[src/rtl/multicycle_control_unit.sv]
// Multi-cycle RV32I control unit: sequences FETCH/DECODE/EXEC/MEM/WB and drives datapath strobes per state.
// Latency: 3-5 cycles per instruction with zero wait; each memory wait cycle in FETCH/MEM adds one.
// Backpressure: stalls in FETCH/MEM until mem_ready_i; optional MCU_TRAP_EN adds illegal-opcode and timeout traps.
module multicycle_control_unit #(
    parameter int OPC_W    = 5,
    parameter int WAIT_W   = 4,
    parameter int MAX_WAIT = 15
) (
    input  logic              clk_i,
    input  logic              rst_i,
    input  logic [OPC_W-1:0]  opcode_i,
    input  logic              mem_ready_i,
    output logic              ir_write_o,
    output logic              pc_write_o,
    output logic              branch_o,
    output logic              jump_o,
    output logic              mem_read_o,
    output logic              mem_write_o,
    output logic [1:0]        mem_to_reg_o,
    output logic              alu_src_o,
    output logic [1:0]        alu_op_o,
    output logic              reg_write_o,
    output logic              halted_o,
    output logic              trap_o,
    output logic [1:0]        trap_cause_o
);

    localparam logic [OPC_W-1:0] OP_R      = OPC_W'(5'b01100);
    localparam logic [OPC_W-1:0] OP_I      = OPC_W'(5'b00100);
    localparam logic [OPC_W-1:0] OP_LOAD   = OPC_W'(5'b00000);
    localparam logic [OPC_W-1:0] OP_STORE  = OPC_W'(5'b01000);
    localparam logic [OPC_W-1:0] OP_BRANCH = OPC_W'(5'b11000);
    localparam logic [OPC_W-1:0] OP_JAL    = OPC_W'(5'b11011);
    localparam logic [OPC_W-1:0] OP_JALR   = OPC_W'(5'b11001);
    localparam logic [OPC_W-1:0] OP_LUI    = OPC_W'(5'b01101);
    localparam logic [OPC_W-1:0] OP_AUIPC  = OPC_W'(5'b00101);
    localparam logic [OPC_W-1:0] OP_SYSTEM = OPC_W'(5'b11100);

    localparam logic [WAIT_W-1:0] WAIT_MAX = WAIT_W'(MAX_WAIT);

    typedef enum logic [2:0] {
        S_FETCH,
        S_DECODE,
        S_EXEC,
        S_MEM,
        S_WB,
        S_HALT,
        S_TRAP
    } state_t;

    state_t              state_q, state_d;
    logic [OPC_W-1:0]    op_q, op_d;
    logic [WAIT_W-1:0]   wait_cnt_q, wait_cnt_d;
    logic [1:0]          trap_cause_q, trap_cause_d;

    logic                is_load;
    logic                is_store;
    logic                is_jump;
    logic                timeout;
    logic [WAIT_W-1:0]   wait_inc;

    assign is_load  = (op_q == OP_LOAD);
    assign is_store = (op_q == OP_STORE);
    assign is_jump  = (op_q == OP_JAL) || (op_q == OP_JALR);

    // Counter holds at its limit instead of wrapping
    assign wait_inc = (wait_cnt_q == WAIT_MAX) ? wait_cnt_q : wait_cnt_q + 1'b1;

`ifdef MCU_TRAP_EN
    assign timeout = (wait_cnt_q == WAIT_MAX);
`else
    assign timeout = 1'b0;
`endif

    // Next-state, opcode latch, wait counter and trap cause
    always_comb begin
        state_d      = state_q;
        op_d         = op_q;
        wait_cnt_d   = '0;
        trap_cause_d = trap_cause_q;
        case (state_q)
            S_FETCH, S_MEM: begin
                if (mem_ready_i) begin
                    if (state_q == S_FETCH) begin
                        state_d = S_DECODE;
                    end else begin
                        state_d = is_load ? S_WB : S_FETCH;
                    end
                end else if (timeout) begin
                    state_d      = S_TRAP;
                    trap_cause_d = 2'b10;
                end else begin
                    wait_cnt_d = wait_inc;
                end
            end
            S_DECODE: begin
                op_d    = opcode_i;
                state_d = S_EXEC;
            end
            S_EXEC: begin
                case (op_q)
                    OP_R, OP_I, OP_LUI, OP_AUIPC, OP_JAL, OP_JALR: state_d = S_WB;
                    OP_LOAD, OP_STORE:                             state_d = S_MEM;
                    OP_BRANCH:                                     state_d = S_FETCH;
                    OP_SYSTEM:                                     state_d = S_HALT;
                    default: begin
`ifdef MCU_TRAP_EN
                        state_d      = S_TRAP;
                        trap_cause_d = 2'b01;
`else
                        state_d      = S_FETCH;
`endif
                    end
                endcase
            end
            S_WB:    state_d = S_FETCH;
            default: state_d = state_q;
        endcase
    end

    // State registers with synchronous reset
    always_ff @(posedge clk_i) begin
        if (rst_i) begin
            state_q      <= S_FETCH;
            op_q         <= '0;
            wait_cnt_q   <= '0;
            trap_cause_q <= 2'b00;
        end else begin
            state_q      <= state_d;
            op_q         <= op_d;
            wait_cnt_q   <= wait_cnt_d;
            trap_cause_q <= trap_cause_d;
        end
    end

    // Datapath strobes decoded from state, latched opcode and mem_ready; all forced low in reset
    always_comb begin
        ir_write_o   = 1'b0;
        pc_write_o   = 1'b0;
        branch_o     = 1'b0;
        jump_o       = 1'b0;
        mem_read_o   = 1'b0;
        mem_write_o  = 1'b0;
        mem_to_reg_o = 2'b00;
        alu_src_o    = 1'b0;
        alu_op_o     = 2'b00;
        reg_write_o  = 1'b0;
        halted_o     = 1'b0;
        trap_o       = 1'b0;
        trap_cause_o = 2'b00;
        if (!rst_i) begin
            trap_cause_o = trap_cause_q;
            case (state_q)
                S_FETCH: begin
                    mem_read_o = 1'b1;
                    ir_write_o = mem_ready_i;
                end
                S_EXEC: begin
                    case (op_q)
                        OP_R: alu_op_o = 2'b10;
                        OP_I: begin
                            alu_op_o  = 2'b11;
                            alu_src_o = 1'b1;
                        end
                        OP_LUI, OP_AUIPC, OP_LOAD, OP_STORE: alu_src_o = 1'b1;
                        OP_BRANCH: begin
                            alu_op_o   = 2'b01;
                            branch_o   = 1'b1;
                            pc_write_o = 1'b1;
                        end
                        OP_JAL:  jump_o = 1'b1;
                        OP_JALR: begin
                            jump_o    = 1'b1;
                            alu_src_o = 1'b1;
                        end
                        OP_SYSTEM: ;
`ifdef MCU_TRAP_EN
                        default: ;
`else
                        default: pc_write_o = 1'b1;
`endif
                    endcase
                end
                S_MEM: begin
                    mem_read_o  = is_load;
                    mem_write_o = is_store;
                    pc_write_o  = is_store && mem_ready_i;
                end
                S_WB: begin
                    reg_write_o  = 1'b1;
                    pc_write_o   = 1'b1;
                    jump_o       = is_jump;
                    mem_to_reg_o = is_load ? 2'b01 : (is_jump ? 2'b10 : 2'b00);
                end
                S_HALT:  halted_o = 1'b1;
                S_TRAP:  trap_o   = 1'b1;
                default: ;
            endcase
        end
    end

endmodule

[config.mk]
export PLATFORM = sky130hd
export DESIGN_NAME = multicycle_control_unit
export DESIGN_NICKNAME = d
export VERILOG_FILES = /design/src/rtl/multicycle_control_unit.sv
export SDC_FILE = /design/constraint.sdc
export NUM_CORES = 1
export LEC_CHECK = 0
export CAP_MARGIN = 0
export CORE_UTILIZATION = 35
export DETAILED_ROUTE_END_ITERATION = 16
export PLACE_DENSITY = 0.67
export SLEW_MARGIN = 20
export SYNTH_ARGS = -nofsm -noshare
export SYNTH_HDL_FRONTEND = slang
export SYNTH_SLANG_ARGS = --single-unit
[constraint.sdc]
create_clock -name clk_i -period 3.8 [get_ports clk_i]
set_input_delay 0.38 -clock clk_i [delete_from_list [all_inputs] [get_ports clk_i]]
set_output_delay 0.38 -clock clk_i [all_outputs]
set_load 0.005 [all_outputs]
### Yosys cells after proc, flatten, opt, wreduce, memory -nomap -nowiden

Memories as Yosys holds them, arrays and structs flattened. A register that Yosys moved wholly into a read port is not among the register bits.
Cells that the tools add are included.
Widths: inputs -> output; s select.

| cells by class | value |
|---|---|
| eq/ne operators | 16 |
| muxes and demuxes | 38 |
| reductions and logical operators | 10 |

Operators with widths:

| cell | number |
|---|---|
| $mux 1 | 21 |
| $eq 5x5->1 const B | 4 |
| $eq 5x4->1 const B | 3 |
| $mux 2 | 7 |
| $pmux 3 s4 | 1 |
| $eq 5x3->1 const B | 2 |
| $mux 5 | 2 |
| $eq 3x3->1 const B | 3 |
| $mux 3 | 3 |
| $reduce_or 9->1 | 1 |
| $eq 3x2->1 const B | 2 |
| $pmux 2 s3 | 1 |
| $reduce_or 6->1 | 1 |
| $logic_not 5->1 | 1 |
| $pmux 1 s2 | 2 |
| $reduce_bool 4->1 | 1 |
| $reduce_or 2->1 | 2 |
| $eq 3x1->1 const B | 1 |
| $logic_not 3->1 | 1 |
| $pmux 1 s3 | 1 |
| $ne 2x2->1 const B | 1 |
| $reduce_and 2->1 | 1 |
| $logic_and 1x1->1 | 1 |
| $logic_or 1x1->1 | 1 |

| word-level totals | value |
|---|---|
| flip-flop bits (word level) | 10 |
| bits in read-only memories | 96 |
| bits of input ports | 8 |
| output and inout bits | 16 |
| logic and storage cells | 68 |
| memories kept | 1 |

Memory list:

| name | depth | width | read ports | clocked after Yosys merged registers in | write ports | line | RTL |
|---|---|---|---|---|---|---|---|
| (no name shown) | 32 | 3 | 1 | 1 | 0 | 101 | `case (op_q)` |

### Depth between registers and ports, before layout

| logic depth | value |
|---|---|
| depth in word-level cells | 6 |
| depth in mapped cells | 6 |
| depth with buffers taken out | 5 |

### Worst setup path after synthesis

No wires, ideal clock.

| timing | value |
|---|---|
| path type | register to output |
| from | register op_q[0] |
| to | output pc_write_o |
| data arrival time | 1.256 ns |
| data required time | 3.420 ns |
| slack | 2.164 ns |
| cell stages (with the launch flop) | 4 |
| buffers on the path | 0 |
| cell sequence | dfxtp_1 or4_4 nor3_2 a221o_1 |

| on the way | value |
|---|---|
| word-level cells in the longest chain between the ends | 5 |
| elaborated cells on any way between the ends | 14 |
| those cells by class | 8 x eq/ne; 3 x mux; 3 x reduce/logical |

Ends and longest elaborated chain:

| what | line | RTL |
|---|---|---|
| from (decl) | 52 | `logic [OPC_W-1:0] op_q, op_d;` |
| from (signal assigned) | 130 | `op_q <= op_d;` |
| $eq 5x4->1, or another cell as far along | 63, 159 |  |
| $reduce_or 9->1 (no source line) | n/a |  |
| $mux 1 | 159 | `case (op_q)` |
| $pmux 1 s3 * | 153 | `case (state_q)` |
| $mux 1 * | 151 | `if (!rst_i) begin` |
| to (decl) | 14 | `output logic pc_write_o,` |

Mark *: on every way between the ends. The rest lies on a longest branch, timed or not.

### Worst setup path after layout

| timing | value |
|---|---|
| from | input rst_i |
| to | output alu_op_o[1] |

| on the way | value |
|---|---|
| word-level cells in the longest chain between the ends | 1 |

Ends and longest elaborated chain:

| what | line | RTL |
|---|---|---|
| from (decl) | 10 | `input logic rst_i,` |
| $mux 2 | 151 |  |
| to (decl) | 21 | `output logic [1:0] alu_op_o,` |

No other way between the ends.

==> results.json <==
{
  "track_usage": 0.151,
  "hpwl_um": 1340,
  "startpoint": "rst_i",
  "synth_cell_types": 37,
  "slew_headroom": 0.566,
  "avgRoutedWirePerCell_um": 11.7,
  "met3_usage": 0.0476,
  "crit_type": "in2out",
  "p_total_uw": 337,
  "vias": 831,
  "drc": 0,
  "gp_congestion": 0.774,
  "ys_warn_count": 0,
  "grt_max_degree": 19,
  "yosys_register_bits": 13,
  "tightest_slew_ns": 0.648,
  "syn_to_final_growth_pct": 27.5,
  "slowest_delay_ns": 0.74,
  "design.core.area_um2": 2230,
  "period_needed_ns": 3.00,
  "power_density_nw_per_um2": 315,
  "fin_ws_ns": 0.798,
  "slowest_stage": "clkdlybuf4s50_1",
  "numPortBuffers": 23,
  "status": "finished, final reports clean",
  "setup_viol": 0,
  "cts_buffers": 3,
  "grt_first_pass_wirelength_um": 2950,
  "peakVddDrop_mv": 0.226,
  "pre_cts_slack_ns": 0.802,
  "endpoint_kind": "primary output",
  "num-fill-cells": 231,
  "vias_per_cell": 5.29,
  "startpoint_type": "primary input",
  "cts_hold_buffers": 0,
  "clk_pin_slew_ns": 0.08,
  "final_cell_mix": "clkdlybuf4s50_1 (23), nor2_1 (20), dfxtp_1 (13)",
  "dieArea_um2": 2590,
  "insertion_delay_ns": 0.27,
  "yosysTopAreaCell": "dfxtp_1",
  "fp.dieW_um": 50.9,
  "synth_area_leaders": "dfxtp_1 (31%), nor2_1 (9.0%), mux2i_1 (4.8%)",
  "syn_inst": 110,
  "cts_tree": "done",
  "global_route.usage.met1": 0.182,
  "report.final.hold_viol_count": 0,
  "cts_resized": 0,
  "cts.sinks": 13,
  "crit_top_cell": "clkdlybuf4s50_1",
  "cp_max_fo": 18,
  "grtUsageMet2": 0.248,
  "syn_area_um2": 838,
  "final_nets": 138,
  "finalCritPeriodShare": 0.790,
  "syn_area_per_cell_um2": 7.62,
  "ys_seq_area_frac": 0.310,
  "critPathTopFamily": "buffers and inverters",
  "fin_skew_ns": 0.00328,
  "drive_gt1_frac": 0.0775,
  "fp.dieH_um": 50.9,
  "path_buf_inv": 2,
  "final_common_cell": "clkdlybuf4s50_1",
  "cp_data_arrival_time_ns": 2.62,
  "cts_setup_buffers": 0,
  "crit_chain": "clkdlybuf4s50_1 > nor4b_1 > nand2_1 > nor3b_1 > clkdlybuf4s50_1",
  "antenna_found_initial": 0,
  "cp.required_ns": 3.42,
  "critPathCapture": "alu_op_o[1]",
  "synth_top_area_frac": 0.310,
  "report.final.slew_viol_count": 0,
  "cts.path.max_buffers": 2,
  "fmax_ghz": 0.333,
  "setup_tns_ns": 0,
  "cts_root_buf": "clkbuf_4",
  "cap_violations": 0,
  "syn-num-nets": 118,
  "dpl-instance-area_um2": 1040,
  "r2r_cells": 4,
  "drtIter0Drc": 19,
  "final_util": 0.478,
  "grt_busiest_layer": "met2",
  "rsz0062_at_grt": "no",
  "timing.rr.start": "state_q[0]",
  "totalWireLength_um": 1830,
  "r2r_setup_slack_ns": 2.26,
  "start_util": 0.375,
  "htree_levels": 1,
  "first_global_vias": 659,
  "fp-row-count": 17,
  "dr.pass1.iters": 4,
  "antennaDiodeCount": 0,
  "power.leakage_uw": 0.000401,
  "postRouteAntennaNets": 0,
  "final_area_um2": 1070,
  "cp.depth": 5,
  "min_path_type": "reg2reg",
  "ios": 24,
  "grt_overflow_total": 0
}
-- Yosys cell counts --
master / n
and2b_2: 1
a21oi_1: 7
nand2_1: 9
dfxtp_1: 13
or4_4: 1
a311o_1: 2
nor3b_1: 2
o21ai_0: 5
nor3_1: 1
clkbuf_8: 2
buf_6: 1
nor4b_1: 1
xnor2_1: 1
inv_1: 7
nand3_1: 2
a31oi_1: 2
nor4bb_1: 1
a211oi_1: 1
nand3b_1: 2
a221o_1: 1
clkbuf_2: 1
o22ai_1: 1
nor4_1: 1
clkbuf_1: 2
nand2b_1: 1
nor3_2: 2
o21a_1: 1
o31a_2: 1
nor2_1: 20
nand4b_1: 2
or2_2: 1
nor2b_1: 3
mux2i_1: 4
buf_2: 2
and3_1: 4
buf_4: 1
o21bai_1: 1
-- metal layers --
metal  wire (um)  up-vias  part of all wire
met3          92        5             0.050
met5           0        -                 0
met4          15        0            0.0082
li1            -      421                 -
met1         847      383              0.46
met2         874       22              0.48
-- cells by family after synthesis --
logic type	synth area share
AO/OA/AOI/OAI	0.169
XOR/XNOR	0.0104
AND/OR/NAND/NOR	0.349
flip-flops	0.310
multiplexers	0.0478
buffers and inverters	0.113
-- stage by stage --
| stage | std cells | hold slack [ns] |
|---|---|---|
| 2_1_floorplan | 110 | 0.464 |
| 3_5_place_dp | 153 | 0.462 |
| 5_1_grt | 157 | 0.477 |
| 3_3_place_gp | 153 | 0.457 |
| 4_1_cts | 157 | 0.471 |
| 6_report | 157 | 0.467 |
-- report_power, final --
group	total (uW)	leakage (uW)	switching [uW]	internal, uW
clock	85.8	0.0000150	45.1	40.7
combinational	83.8	0.000279	38.4	45.4
sequential	167	0.000106	19.5	148
-- layout make-up --
| class | instances | area [um2] | area share |
|---|---|---|---|
| Clock buffer | 4 | 26.3 | 0.0246 |
| Inverter | 7 | 26.3 | 0.0246 |
| Multi-Input combinational cell | 81 | 483 | 0.452 |
| Sequential cell | 13 | 260 | 0.244 |
| Tap cell | 28 | 35.0 | 0.0328 |
| Timing Repair Buffer | 24 | 238 | 0.222 |
-- worst min-delay path by stage --
stage,end,cells past startpoint,slack (ns),start
floorplan,trap_cause_q[0],1,0.46,trap_cause_q[0]
global placement,trap_cause_q[1],1,0.46,trap_cause_q[1]
detailed placement,trap_cause_q[1],1,0.46,trap_cause_q[1]
CTS,trap_cause_q[1],1,0.47,trap_cause_q[1]
global route,trap_cause_q[1],1,0.48,trap_cause_q[1]
finish,trap_cause_q[1],1,0.47,trap_cause_q[1]
-- worst reg2reg max path, cell delays in order (launching register included) --
cell     delay (ns)
dfxtp_1        0.59
nor3b_1        0.24
buf_4          0.22
inv_1          0.07
a311o_1        0.31
No activity file was read; power rests on OpenSTA's default activity.
